`src/rtl/rc_gen.sv`:
```
// rc_gen: Keccak-p round-constant generator.
// The rc(t) LFSR runs on the fly instead of reading a fixed constant table,
// so one block serves every lane width W in {8,16,32,64}. Each round takes
// 7 LFSR steps, and those steps are unrolled combinationally.
// Optional feature macro: RCGEN_REDUCED_EN. It adds the nr_i port and the
// SEEK state, so a schedule can start part-way through (Keccak-p[25W, nr]).
module rc_gen #(
  parameter int W = 64
) (
  input  logic         clk,
  input  logic         rst_n,
  input  logic         start_i,
`ifdef RCGEN_REDUCED_EN
  input  logic [4:0]   nr_i,
`endif
  input  logic         advance_i,
  output logic         rc_valid_o,
  output logic [W-1:0] rc_o,
  output logic [4:0]   round_o,
  output logic         last_o,
  output logic         busy_o,
  output logic         done_o
);

  localparam int         L          = $clog2(W);
  localparam int         NR         = 12 + 2 * L;
  localparam logic [4:0] NR5        = 5'(NR);
  localparam logic [4:0] LAST_ROUND = 5'(NR - 1);
  localparam logic [7:0] SEED       = 8'h01;

  localparam logic [1:0] S_IDLE = 2'd0;
`ifdef RCGEN_REDUCED_EN
  localparam logic [1:0] S_SEEK = 2'd1;
`endif
  localparam logic [1:0] S_RUN  = 2'd2;

  // One step of x^8+x^6+x^5+x^4+1. The output bit is r[0], and the bit that
  // shifts out of r[7] folds back into taps 0, 4, 5 and 6.
  function automatic logic [7:0] lfsrStep(input logic [7:0] r);
    logic [7:0] n;
    logic       f;
    f    = r[7];
    n    = {r[6:0], 1'b0};
    n[0] = n[0] ^ f;
    n[4] = n[4] ^ f;
    n[5] = n[5] ^ f;
    n[6] = n[6] ^ f;
    return n;
  endfunction

  // Advances the state by one full round, which is seven LFSR steps.
  function automatic logic [7:0] roundStep(input logic [7:0] s);
    logic [7:0] r;
    r = s;
    for (int k = 0; k < 7; k++) begin
      r = lfsrStep(r);
    end
    return r;
  endfunction

  // Spreads rc(7*ir + j) onto lane bit 2^j - 1. Every other bit is zero.
  function automatic logic [W-1:0] rcWord(input logic [7:0] s);
    logic [7:0]   r;
    logic [W-1:0] word;
    r    = s;
    word = '0;
    for (int j = 0; j <= L; j++) begin
      word[(1 << j) - 1] = r[0];
      r = lfsrStep(r);
    end
    return word;
  endfunction

  logic [1:0]   r_state;
  logic [7:0]   r_lfsr;
  logic [4:0]   r_round;
  logic         r_done;
  logic         w_valid;
  logic         w_last;
  logic [7:0]   w_lfsrNext;
  logic [W-1:0] w_rcRaw;

`ifdef RCGEN_REDUCED_EN
  logic [4:0]   r_first;
  logic [4:0]   w_first;

  // Maps the requested round count to a first-round index. Zero, and any
  // value above NR, both mean a full schedule.
  always_comb begin
    w_first = 5'd0;
    if (nr_i != 5'd0 && nr_i <= NR5) begin
      w_first = NR5 - nr_i;
    end
  end
`endif

  // Combinational round unroll and constant formation from the registered state.
  always_comb begin
    w_lfsrNext = roundStep(r_lfsr);
    w_rcRaw    = rcWord(r_lfsr);
    w_valid    = (r_state == S_RUN);
    w_last     = w_valid && (r_round == LAST_ROUND);
  end

  // Schedule controller: IDLE -> (SEEK) -> RUN -> IDLE.
  // The LFSR is reseeded on every start and again when a schedule finishes.
  always_ff @(posedge clk or negedge rst_n) begin
    if (!rst_n) begin
      r_state <= S_IDLE;
      r_lfsr  <= SEED;
      r_round <= 5'd0;
      r_done  <= 1'b0;
`ifdef RCGEN_REDUCED_EN
      r_first <= 5'd0;
`endif
    end else begin
      r_done <= 1'b0;
      case (r_state)
        S_IDLE: begin
          if (start_i) begin
            r_lfsr  <= SEED;
            r_round <= 5'd0;
`ifdef RCGEN_REDUCED_EN
            r_first <= w_first;
            r_state <= (w_first == 5'd0) ? S_RUN : S_SEEK;
`else
            r_state <= S_RUN;
`endif
          end
        end
`ifdef RCGEN_REDUCED_EN
        S_SEEK: begin
          r_lfsr  <= w_lfsrNext;
          r_round <= r_round + 5'd1;
          if (r_round + 5'd1 == r_first) begin
            r_state <= S_RUN;
          end
        end
`endif
        S_RUN: begin
          if (advance_i) begin
            if (w_last) begin
              r_state <= S_IDLE;
              r_done  <= 1'b1;
              r_round <= 5'd0;
              r_lfsr  <= SEED;
            end else begin
              r_lfsr  <= w_lfsrNext;
              r_round <= r_round + 5'd1;
            end
          end
        end
        default: begin
          r_state <= S_IDLE;
        end
      endcase
    end
  end

  assign rc_valid_o = w_valid;
  assign rc_o       = w_valid ? w_rcRaw : '0;
  assign round_o    = r_round;
  assign last_o     = w_last;
  assign busy_o     = (r_state != S_IDLE);
  assign done_o     = r_done;

endmodule

```
`config.mk`:
```
export PLATFORM = sky130hd
export DESIGN_NAME = rc_gen
export DESIGN_NICKNAME = d
export VERILOG_FILES = /design/src/rtl/rc_gen.sv
export SDC_FILE = /design/constraint.sdc
export NUM_CORES = 1
export LEC_CHECK = 0
export ABC_AREA = 1
export BUFFER_PORTS_ARGS = -buffer_cell sky130_fd_sc_hd__buf_2
export CORE_MARGIN = 2
export CORE_UTILIZATION = 25
export DETAILED_ROUTE_END_ITERATION = 6
export PLACE_DENSITY_LB_ADDON = 0.15
export SLEW_MARGIN = 20
export SYNTH_ARGS = -nofsm -noshare
export SYNTH_HDL_FRONTEND = slang
export SYNTH_SLANG_ARGS = --single-unit
```
`constraint.sdc`:
```
create_clock -name clk -period 2 [get_ports clk]
set_input_delay 0.4 -clock clk [delete_from_list [all_inputs] [get_ports clk]]
set_output_delay 0.4 -clock clk [all_outputs]
set_load 0.005 [all_outputs]
```
== Word-level counts from Yosys, hierarchy flattened ==
Cells that the tools add are included.
Cells by class
  reductions and logical operators: 6
  bitwise logic cells: 21
  multiply operators: 0
  divide/modulo/power cells: 0
  order comparisons: 0
  $add $sub $neg: 1
  eq/ne operators: 5
  muxes and demuxes: 16
  shift-type cells: 0
Operators by type and width (count)
  2-to-1 mux 64 bit: 1
  2-to-1 mux 8 bit: 3
  bitwise XOR 1 bit: 21
  one-hot mux 8 bit (2 select lines): 1
  2-to-1 mux 5 bit: 3
  one-hot mux 5 bit (2 select lines): 1
  2-to-1 mux 2 bit: 3
  != test 2 bit, second input constant: 3
  AND reduction 3 bit: 2
  adder 5 x 1 -> 5 bit, second input constant: 1
  == test 5 bit, second input constant: 1
  one-hot mux 2 bit (2 select lines): 1
  nonzero test 2 bit: 2
  2-to-1 mux 1 bit: 3
  == test 2 bit, second input constant: 1
  logical NOT 2 bit: 1
  logical AND 1 bit: 1
Storage, ports and cells
  memories: 0
  RAM bits: 0
  bits in registers: 16
  latch bits: 0
  bits of input ports: 4
  memory bits (read-only): 0

== Depth between registers and ports, before layout ==
Gate-level depths: netlist (run 1).
  depth after elaboration: 9
  gate-level depth with buffers: 13
  mapped depth without buffers: 12

== Worst setup path before layout (run 1) ==
Ideal clock, no wire load.
  path kind: reg-to-output
  from: register r_lfsr[7]
  to: output port rc_o[63]
  data arrival time: 1.069 ns
  cell stages (with the launch flop): 8
  buffers on the path: 1
  slack: 0.531 ns
  cell sequence: dfrtp_1 > buf_4 > nand2_1 > nand2_2 > nand2_1 > nand2_2 > xnor2_1 > nor2_1
On the way
  word-level cells in the longest chain between the ends: 4
Ends and longest elaborated chain
  start, declared: RTL line 75  | logic [7:0] r_lfsr;
  start signal, assigned: RTL line 148  | r_lfsr <= w_lfsrNext;
  bitwise XOR 1 bit, on equally long branches: RTL line 47, 46
  bitwise XOR 1 bit, on equally long branches: RTL line 46, 47
  bitwise XOR 1 bit (*): RTL line 47  | n[6] = n[6] ^ f;
  2-to-1 mux 64 bit (*): RTL line 161  | assign rc_o = w_valid ? w_rcRaw : '0;
  end, declared: RTL line 18  | output logic [W-1:0] rc_o,
Every way passes the cells marked *; elsewhere a longest branch is shown, timed or not.

== Worst setup path after layout (run 1) ==
Same ends and word-level chain as after synthesis.

==> results of run 1 <==
worst max-delay path: cells and delay by family (launching register included):
family                 cells  cell delay (ps)
XOR/XNOR                   1              140
buffers and inverters      2              220
flip-flops                 1              460
AND/OR/NAND/NOR            5              430
synthesized netlist by cell type, drive strengths merged:
master and number:
buf 59, nand2 52, inv 22, dfrtp 14, nor2 13, nand3 12
a21oi 4, o21ai 4, o22ai 3, xor2 3, xnor2 2, a22o 1
a31oi 1, conb 1, dfstp 1, ha 1, nand3b 1, nand4 1
nor3 1, o211ai 1, o221ai 1
layout make-up:
type	instances	area [µm²]	area share
tap	72	90.1	0.0610
clock buffer	3	41.3	0.0279
multi-input combinational	158	768	0.520
clock inverter	1	5.00	0.00339
timing repair buffer	21	110	0.0745
sequential	15	380	0.257
inverter	22	82.6	0.0559
worst paths after layout:
path | slack [ps] | endpoint | from
setup / recovery | 100 | rc_o[63] | r_lfsr[7]
hold / removal | 50 | r_lfsr[2] | rst_n
setup reg to reg | 450 | round_o[3] | round_o[0]
hold reg to reg | 540 | r_lfsr[0] | r_lfsr[0]
max in group asynchronous | 1640 | r_lfsr[0] | rst_n
min in group clk | 410 | done_o | advance_i
metal layers:
metal | global-route usage | up-vias
li1 | - | 544
met1 | 0.129 | 478
met2 | 0.138 | 49
met3 | 0.0146 | 2
met4 | 0.0254 | 0
met5 | 0 | -
power by group through the flow:
stage	combinational, mW	clock, mW	sequential [mW]
floorplan	1.30	0	0.582
global placement	1.62	0	0.632
detailed placement	1.61	0	0.631
CTS	1.62	0.264	0.629
global route	1.89	0.277	0.660
finish	1.66	0.251	0.626
registers in the layout, summed over array words and instances (netlist names):
signal   flops
r_lfsr       8
round_o      5
done_o       1
r_state      1
timing repair:
| item | CTS | global route |
|---|---|---|
| resized for setup | 1 | 5 |
| endpoints found under the setup margin | 1 | 1 |
| setup buffers | 0 | 1 |
| hold buffers | 0 | 0 |
kinds of logic (layout without fill, tap and decap cells):
| family | after synthesis | in the layout | synth area share |
|---|---|---|---|
| fa+ha+maj | 1 | 1 | 0.00864 |
| buf+inv | 81 | 47 | 0.363 |
| simple gates | 80 | 80 | 0.263 |
| compound gates | 15 | 15 | 0.0726 |
| flops | 15 | 15 | 0.260 |
| xor+xnor | 5 | 5 | 0.0303 |
| other cells | 1 | 57 | 0.00259 |
==> results.md, run 1 <==
- Static timing analysis puts the maximum clock frequency at 0.527 GHz.
- The core region is 5540 µm².
- After detailed routing, the met3 layer carries 170 µm of wire.
- The final-report setup violation count is 0.
- The number of remaining DRC errors is 0.
- By area the synthesized netlist is led by buf_4 31%, dfrtp_1 24%, nand2_1 9.3%, nand2_2 6.1%, inv_1 4.7%.
- Buffers placed on the I/O ports in this run total 19.
- The setup slack at placement is 273 ps.
- The most numerous cell type found on the critical path is nand2_2.
- Including well taps, the total number of placed cells is 287.
- The wire length per cell is 9.64 µm.
- Relative to the synthesized area, the layout overhead comes to 2.07%.
- In the final design database the tool counted 226 nets.
- The average instance area after synthesis is 7.31 µm².
- The critical-path cell with the highest stage delay is dfrtp_2.
- The pre-antenna-repair detailed-routing pass consisted of 4 iterations.
- At the worst endpoint, the arrival time is 1500 ps.
- The max-slew violation total from the final report is 0.
- After the first detailed-routing iteration, the DRC count stood at 24.
- Of the total power, the share spent switching nets is 0.505.
- The cell-internal power is 1.25 mW.
- For this block, wires on met1 add up to 1380 µm.
- The detailed placer's ending HPWL is 2330 µm.
- Signal routing reaches up to met4.
- STA puts the critical path data required time at 1600 ps.
- Clock-pin slew was measured on the worst setup and hold paths at 70 ps.
- In this run the count of I/O pins placed on the die edge is 77.
- The tightest min-delay check is of the in -> async type.
- The die width is 80.1 µm.
- STA classifies the critical path startpoint as a register.
- The post-synthesis instance area is 1450 µm².
- The critical path goes through inv_2 -> nand2_2 -> nand2_2 -> nand2_1 -> nand2_2 -> xnor2_2 -> nor2_1 -> buf_2.
- The clock share of power is 0.099.
- Summed over all instances, the cell type with the most area after synthesis is buf_4.
- The netlist uses 27 different library cells.
- Global routing finished with a remaining overflow of 0.
- Across every metal layer, demand over resource in global routing totals 0.0898.
- After detailed placement, the total cell area comes to 1410 µm².
- For this run, the slowest stage of the critical path takes 460 ps.
- The number of global-route vias before repair is 896.
- Across the routed clock network, the largest skew measured is 5.27 ps.
- Yosys printed 0 warnings.
- The clock passes through at most 2 buffers.
- The setup slack of the critical path after layout is 102 ps.
- The routed length on met2 is 1250 µm.
- The detailed-route vias per instance is 3.67.
- The total number of H-tree levels is 1.
- The CTS tree is done.
- Buffers inserted during clock tree synthesis total 3.
- The biggest fanout along the worst timing path is 7.
- The kind of critical path is reg -> out.
- The run finished with clean final reports.
- The pin count of the biggest net entering global routing is 16.
- The smallest hold slack is 49.1 ps.
- The smallest clock period supported by the final layout is computed as 1900 ps.
- The share of total power dissipated in combinational logic is 0.654.
- The final total negative setup slack is 0 ps.
- The hold violation total from the final report is 0.
- The clock sink total is 15.
- The repair_antennas step left the layout with diodes totalling 0.
- The initial utilization of the core area, before any placement, comes to 0.261.
- The number of fillers in the final layout is 648.
- The first global-routing pass estimated 4440 µm of wire.
- After synthesis the netlist holds a flip-flop and latch count of 15.
- The number of rows in the core area is 27.
- Of the total power, registers draw 0.247.
- Leaving out fill and tap cells, the most frequent cell in the layout is conb_1.
- From bottom edge to top edge, the die measures 80.1 µm.
- The max-capacitance violation count is 0.
- IR analysis of the VDD net gives a maximum drop of 0.000820 V.
- The routed layout has 1,073 vias.
- The root buffer cell is clkbuf_8.
- The die covers 6420 µm².
- The total routed wirelength is 2810 µm.
- The net switching power figure is 1.28 mW.
- The initial antenna violation count was 0.
- Of the cells placed in the final design, the portion with a size suffix greater than 1 is 0.250.
- For the worst-skew pair, the clock arrives at the later sink with an insertion delay of 250 ps.
- Overall power consumption after layout is estimated at 2.53 mW.
- The weighted congestion at the end of routability-driven global placement is 0.721.
- The final clock period utilization by the worst path is 0.949.
- The post-route cell area is 1480 µm².
- Summed over all cells, the static leakage comes to 0.850 nW.
- The worst register-to-register path has a depth of 8.
- Excluding fillers, the count of instances in the completed layout stands at 292.
- The library cells used most frequently in the layout, excluding fill and tap cells, are 57 x conb_1, 34 x nand2_1, 19 x buf_2, 18 x inv_1, 16 x nand2_2.
- The post-route core utilization is 0.267.
- The share of synthesized area in the top cell type comes to 0.306.
- The type of element capturing the critical path is a primary output.
- Synthesis produced a netlist whose cell count is 198.
- Of the synthesized area, sequential elements account for 0.260.
- The power per unit of standard cell area is 1720 nW/µm².
- The number of nets with antenna violations after detailed routing is 0.
Note: power is estimated with default switching activity, not from simulation.
==> run 2, diff against run 1 <==
--- a/config.mk
+++ b/config.mk
@@ -5,10 +5,9 @@
 export SDC_FILE = /design/constraint.sdc
 export NUM_CORES = 1
 export LEC_CHECK = 0
-export ABC_AREA = 1
 export BUFFER_PORTS_ARGS = -buffer_cell sky130_fd_sc_hd__buf_2
 export CORE_MARGIN = 2
-export CORE_UTILIZATION = 25
+export CORE_UTILIZATION = 48
 export DETAILED_ROUTE_END_ITERATION = 6
 export PLACE_DENSITY_LB_ADDON = 0.15
 export SLEW_MARGIN = 20
==> run 2 against run 1 <==
Compared with the run above: utilization is 20 points higher; cell count is 28% lower; sequential power is 7.2% higher; worst setup slack better by 42 ps; wire length is 19% lower; clock-buffer cell count is 1 higher; global-route usage is 4.6 points higher; worst hold slack worse by 44 ps; area after synthesis is 4.3% lower; die area is 48% lower; synthesized cell count is 19% lower; via count is 13% lower; critical endpoint is now last_o; highest routed layer unchanged.
==> results.md, run 2 <==
- The height of the die is 57.7 µm (-28%).
- The area added between synthesis and finish is -7.14%.
- Setup repair after global routing left no endpoint under its margin.
- The number of nets with antenna violations after detailed routing came to 0 (unchanged).
- The quantity of gates resized following cts is 0 (-1).
- The power per unit of standard cell area is 1580 nW/µm² (-7.7%).
- The flip-flop count of the largest register after layout is 8 (unchanged).
- The total routed wirelength is 2270 µm (-19%).
- The library cells used most frequently in the layout, excluding fill and tap cells, are 57 x conb_1, 19 x buf_2, 14 x nand2_1, 13 x xnor2_1, 13 x dfrtp_1.
- The weighted congestion at the end of routability-driven global placement came to 0.893 (+24%).
- The clock sink total is 15 (unchanged).
- The net switching power figure is 0.868 mW (-32%).
- By area the synthesized netlist is led by buf_4 33%, dfrtp_1 25%, xnor2_1 8.2%, nand2_1 3.8%, o21ai_0 2.5%.
- The die width is 57.7 µm (-28%).
- The clock share of power was 0.086 (-0.013).
- The async set-reset flop share out of synthesis was 1.00 (unchanged).
- The footprint of the flip-flops and latches is 378 µm² (-0.66%).
- The register with the most flip-flops in the final layout is r_lfsr.
- The required time at the worst-slack endpoint came to 1600 ps (about the same).
- The biggest area consumer among synthesized cells is buf_4.
- The share of post-route cells with drive strength above 1 came to 0.163 (-0.0871).
- The timing-limited maximum frequency is 0.539 GHz (+2.3%).
- The initial antenna violation count is 0 (unchanged).
- The worst register-to-register path ends at r_lfsr[5].
- The average instance area after synthesis is 8.60 µm² (+18%).
- The multiplexer area fraction after synthesis is 0.0298 (+0.0298).
- The combinational family with the most area after synthesis is buffers and inverters.
- The clock transition at the registers of the reported paths is 90 ps (+20 ps).
- The share of the synthesized area in the top cell type was 0.331 (+0.0247).
- The critical path in this run is classified as reg -> out.
- The xor and xnor fraction of the mapped netlist area was 0.113 (+0.0827).
- The static power due to leakage came to 0.679 nW (-20%).
- The core outline area is 2760 µm² (-50%).
- The path depth of the worst reg2reg path was 5 (-3).
- The hold violation total from the final report was 0 (unchanged).
- The number of DRC violations after detailed-routing iteration 0 came to 12 (-50%).
- The final clock period utilization by the worst path is 0.928 (-0.0211).
- The biggest fanout along the worst timing path is 5 (-2).
- The number of enable-type register cells in the synthesized netlist is 0 (unchanged).
- The maximum resistive drop on vdd is 0.000889 V (+8.4%).
- The cell count after synthesis is 161 (-19%).
- The wire length per cell is 10.8 µm (+13%).
- The count of boundary I/O pins is 77 (unchanged).
- The final-report setup violation count is 0 (unchanged).
- TritonCTS built the clock tree.
- The flop and latch count out of synthesis came to 15 (unchanged).
- The count of warnings emitted by yosys came to 0 (unchanged).
- The class of the tightest hold or removal check is in -> async.
- The first-pass detailed-route iteration total is 4 (unchanged).
- The post-synthesis simple-gate area fraction is 0.136 (-0.126).
- The share of total power in combinational logic is 0.584 (-0.070).
- The detailed-route vias per instance is 4.48 (+22%).
- The multi-input gate area in the final layout is 722 µm² (-6.0%).
- The post-synthesis sequential area ratio came to 0.272 (+0.0118).
- The arithmetic-cell share of the synthesized area counting full adders, half adders and majority gates is 0.00903 (+0.000390).
- The category of the worst setup path launch point is a register.
- The number of fillers in the final layout was 284 (-56%).
- The wire length of the first global-routing pass was 3550 µm (-20%).
- The number of clock buffers inserted by TritonCTS was 3 (unchanged).
- The buffer count from post-CTS setup fixing is 0 (unchanged).
- The pin count of the biggest net entering global routing is 16 (unchanged).
- The number of cells after detailed placement is 205 (-29%).
- The run finished with clean final reports.
- The count of non-filler cells in the finished layout was 209 (-28%).
- The total number of H-tree levels is 1 (unchanged).
- The max-capacitance violation count is 0 (unchanged).
- The count of input and output buffers came to 19 (unchanged).
- The cell-internal power is 1.17 mW (-6.7%).
- The data arrival time of the worst path is 1460 ps (-40 ps).
- The sequential share of power was 0.330 (+0.083).
- The total track usage was 0.136 (+0.0462).
- The dominant register cell in the synthesized netlist is dfrtp_1.
- Walking the worst path, the cells encountered are ha_2 -> nand4b_1 -> buf_4 -> nor2_1 -> buf_2.
- The cell with the most instances after synthesis is buf_4.
- The post-synthesis instance area is 1390 µm² (-4.3%).
- The root buffer cell is clkbuf_4.
- The count of antenna diodes in the layout is 0 (unchanged).
- The count of hold-fix buffers inserted at cts is 0 (unchanged).
- The final worst clock skew is 5.79 ps (+0.518 ps).
- The proportion of total power due to net switching came to 0.426 (-0.0796).
- The setup slack on the worst flop-to-flop path is 370 ps (-80 ps).
- The source-to-sink clock delay at the later pin of the worst-skew pair came to 290 ps (+40 ps).
- The number of remaining DRC errors is 0 (unchanged).
- The count of cell types in the netlist is 34 (+26%).
- The final net count is 184 (-19%).
- The detailed placer's ending HPWL came to 1820 µm (-22%).
- The total via count after detailed routing is 936 (-13%).
- The die area is 3330 µm² (-48%).
- The max-slew violation total from the final report is 0 (unchanged).
- The peak per-stage delay on the critical path is 420 ps (-40 ps).
- The clock period minus final worst setup slack is 1860 ps (-42.1 ps).
- The final total negative setup slack is 0 ps (unchanged).
- The number of rows in the core area was 19 (-30%).
- The source of the worst register-to-register timing path is round_o[0].
- The compound-gate portion of the synthesized area is 0.0768 (+0.00418).
- The library cell used most frequently in the layout, excluding fill and tap cells, is conb_1.
- The number of global-route vias before repair came to 733 (-18%).
- The number of buffers on the longest clock path was 2 (unchanged).
- The initial cell density of the core is 0.502 (+0.241).
- The critical-path cell with the highest stage delay is dfrtp_2.
- The commonest cells after synthesis are 61 x buf_4, 14 x dfrtp_1, 14 x nand2_1, 13 x xnor2_1, 8 x nor2_1.
- The type of element capturing the critical path is a primary output.
- The total congestion overflow after global routing is 0 (unchanged).
==> run 2: cell types whose count changed after synthesis, moves of 3 or more <==
cell / change
mux2i_1: +3
inv_2: -4
inv_1: -15
and2_1: +3
nand3_1: -6
nor2_1: -4
nand2_1: -22
o21ai_0: +4
nand2_2: -14
xnor2_1: +11
==> run 2: critical path, delay by kind of cell (launching register included) <==
family	cells	cell delay [ps]
fa+ha+maj	1	230
simple gates	2	220
flops	1	420
buf+inv	2	300
==> run 2: power by group through the flow <==
stage / Sequential, mW / Clock [mW] / Combinational, mW
floorplan: 0.573 / 0 / 1.09
finish: 0.671 / 0.175 / 1.19
CTS: 0.667 / 0.182 / 1.20
global route: 0.698 / 0.199 / 1.35
detailed placement: 0.674 / 0 / 1.19
global placement: 0.676 / 0 / 1.20
==> run 2: metal layers <==
layer	routed length, µm	vias to the layer above	track usage	part of all wire
met3	197	5	0.0335	0.087
met4	30	0	0.0498	0.013
met5	0	-	0	0
met1	982	438	0.190	0.43
li1	-	444	-	-
met2	1060	49	0.205	0.47
==> run 2: worst max path at each step <==
| stage | cells after the start | end | slack, ps | from |
|---|---|---|---|---|
| finish | 5 | last_o | 140 | round_o[0] |
| global route | 5 | last_o | 7 | round_o[1] |
| CTS | 5 | last_o | 60 | round_o[0] |
| detailed placement | 5 | r_lfsr[5] | 340 | round_o[0] |
| global placement | 5 | r_lfsr[5] | 370 | round_o[0] |
| floorplan | 5 | r_lfsr[5] | 380 | round_o[0] |
==> run 2: cell families after synthesis <==
kind of cell / after synthesis
compound gates: 17
xor+xnor: 17
fa+ha+maj: 1
buf+inv: 67
flops: 15
mux: 4
other cells: 1
simple gates: 39
==> run 2: final cells by class <==
cell class | instances | area share
Timing Repair Buffer | 21 | 0.0856
Sequential cell | 15 | 0.294
Multi-Input combinational cell | 135 | 0.561
Inverter | 3 | 0.00875
Clock buffer | 4 | 0.0204
Tap cell | 31 | 0.0302
==> run 2: stage by stage <==
step / util / hold slack [ps] / setup slack [ps] / power, mW / cell area [µm²]
global placement: 0.456 / 326 / 371 / 1.87 / 1260
global route: 0.466 / 18.9 / 7.33 / 2.24 / 1290
detailed placement: 0.456 / 328 / 341 / 1.87 / 1260
floorplan: - / 104 / 380 / 1.66 / 1600
finish: 0.466 / 4.96 / 144 / 2.04 / 1290
CTS: 0.465 / 11.9 / 63.5 / 2.05 / 1280
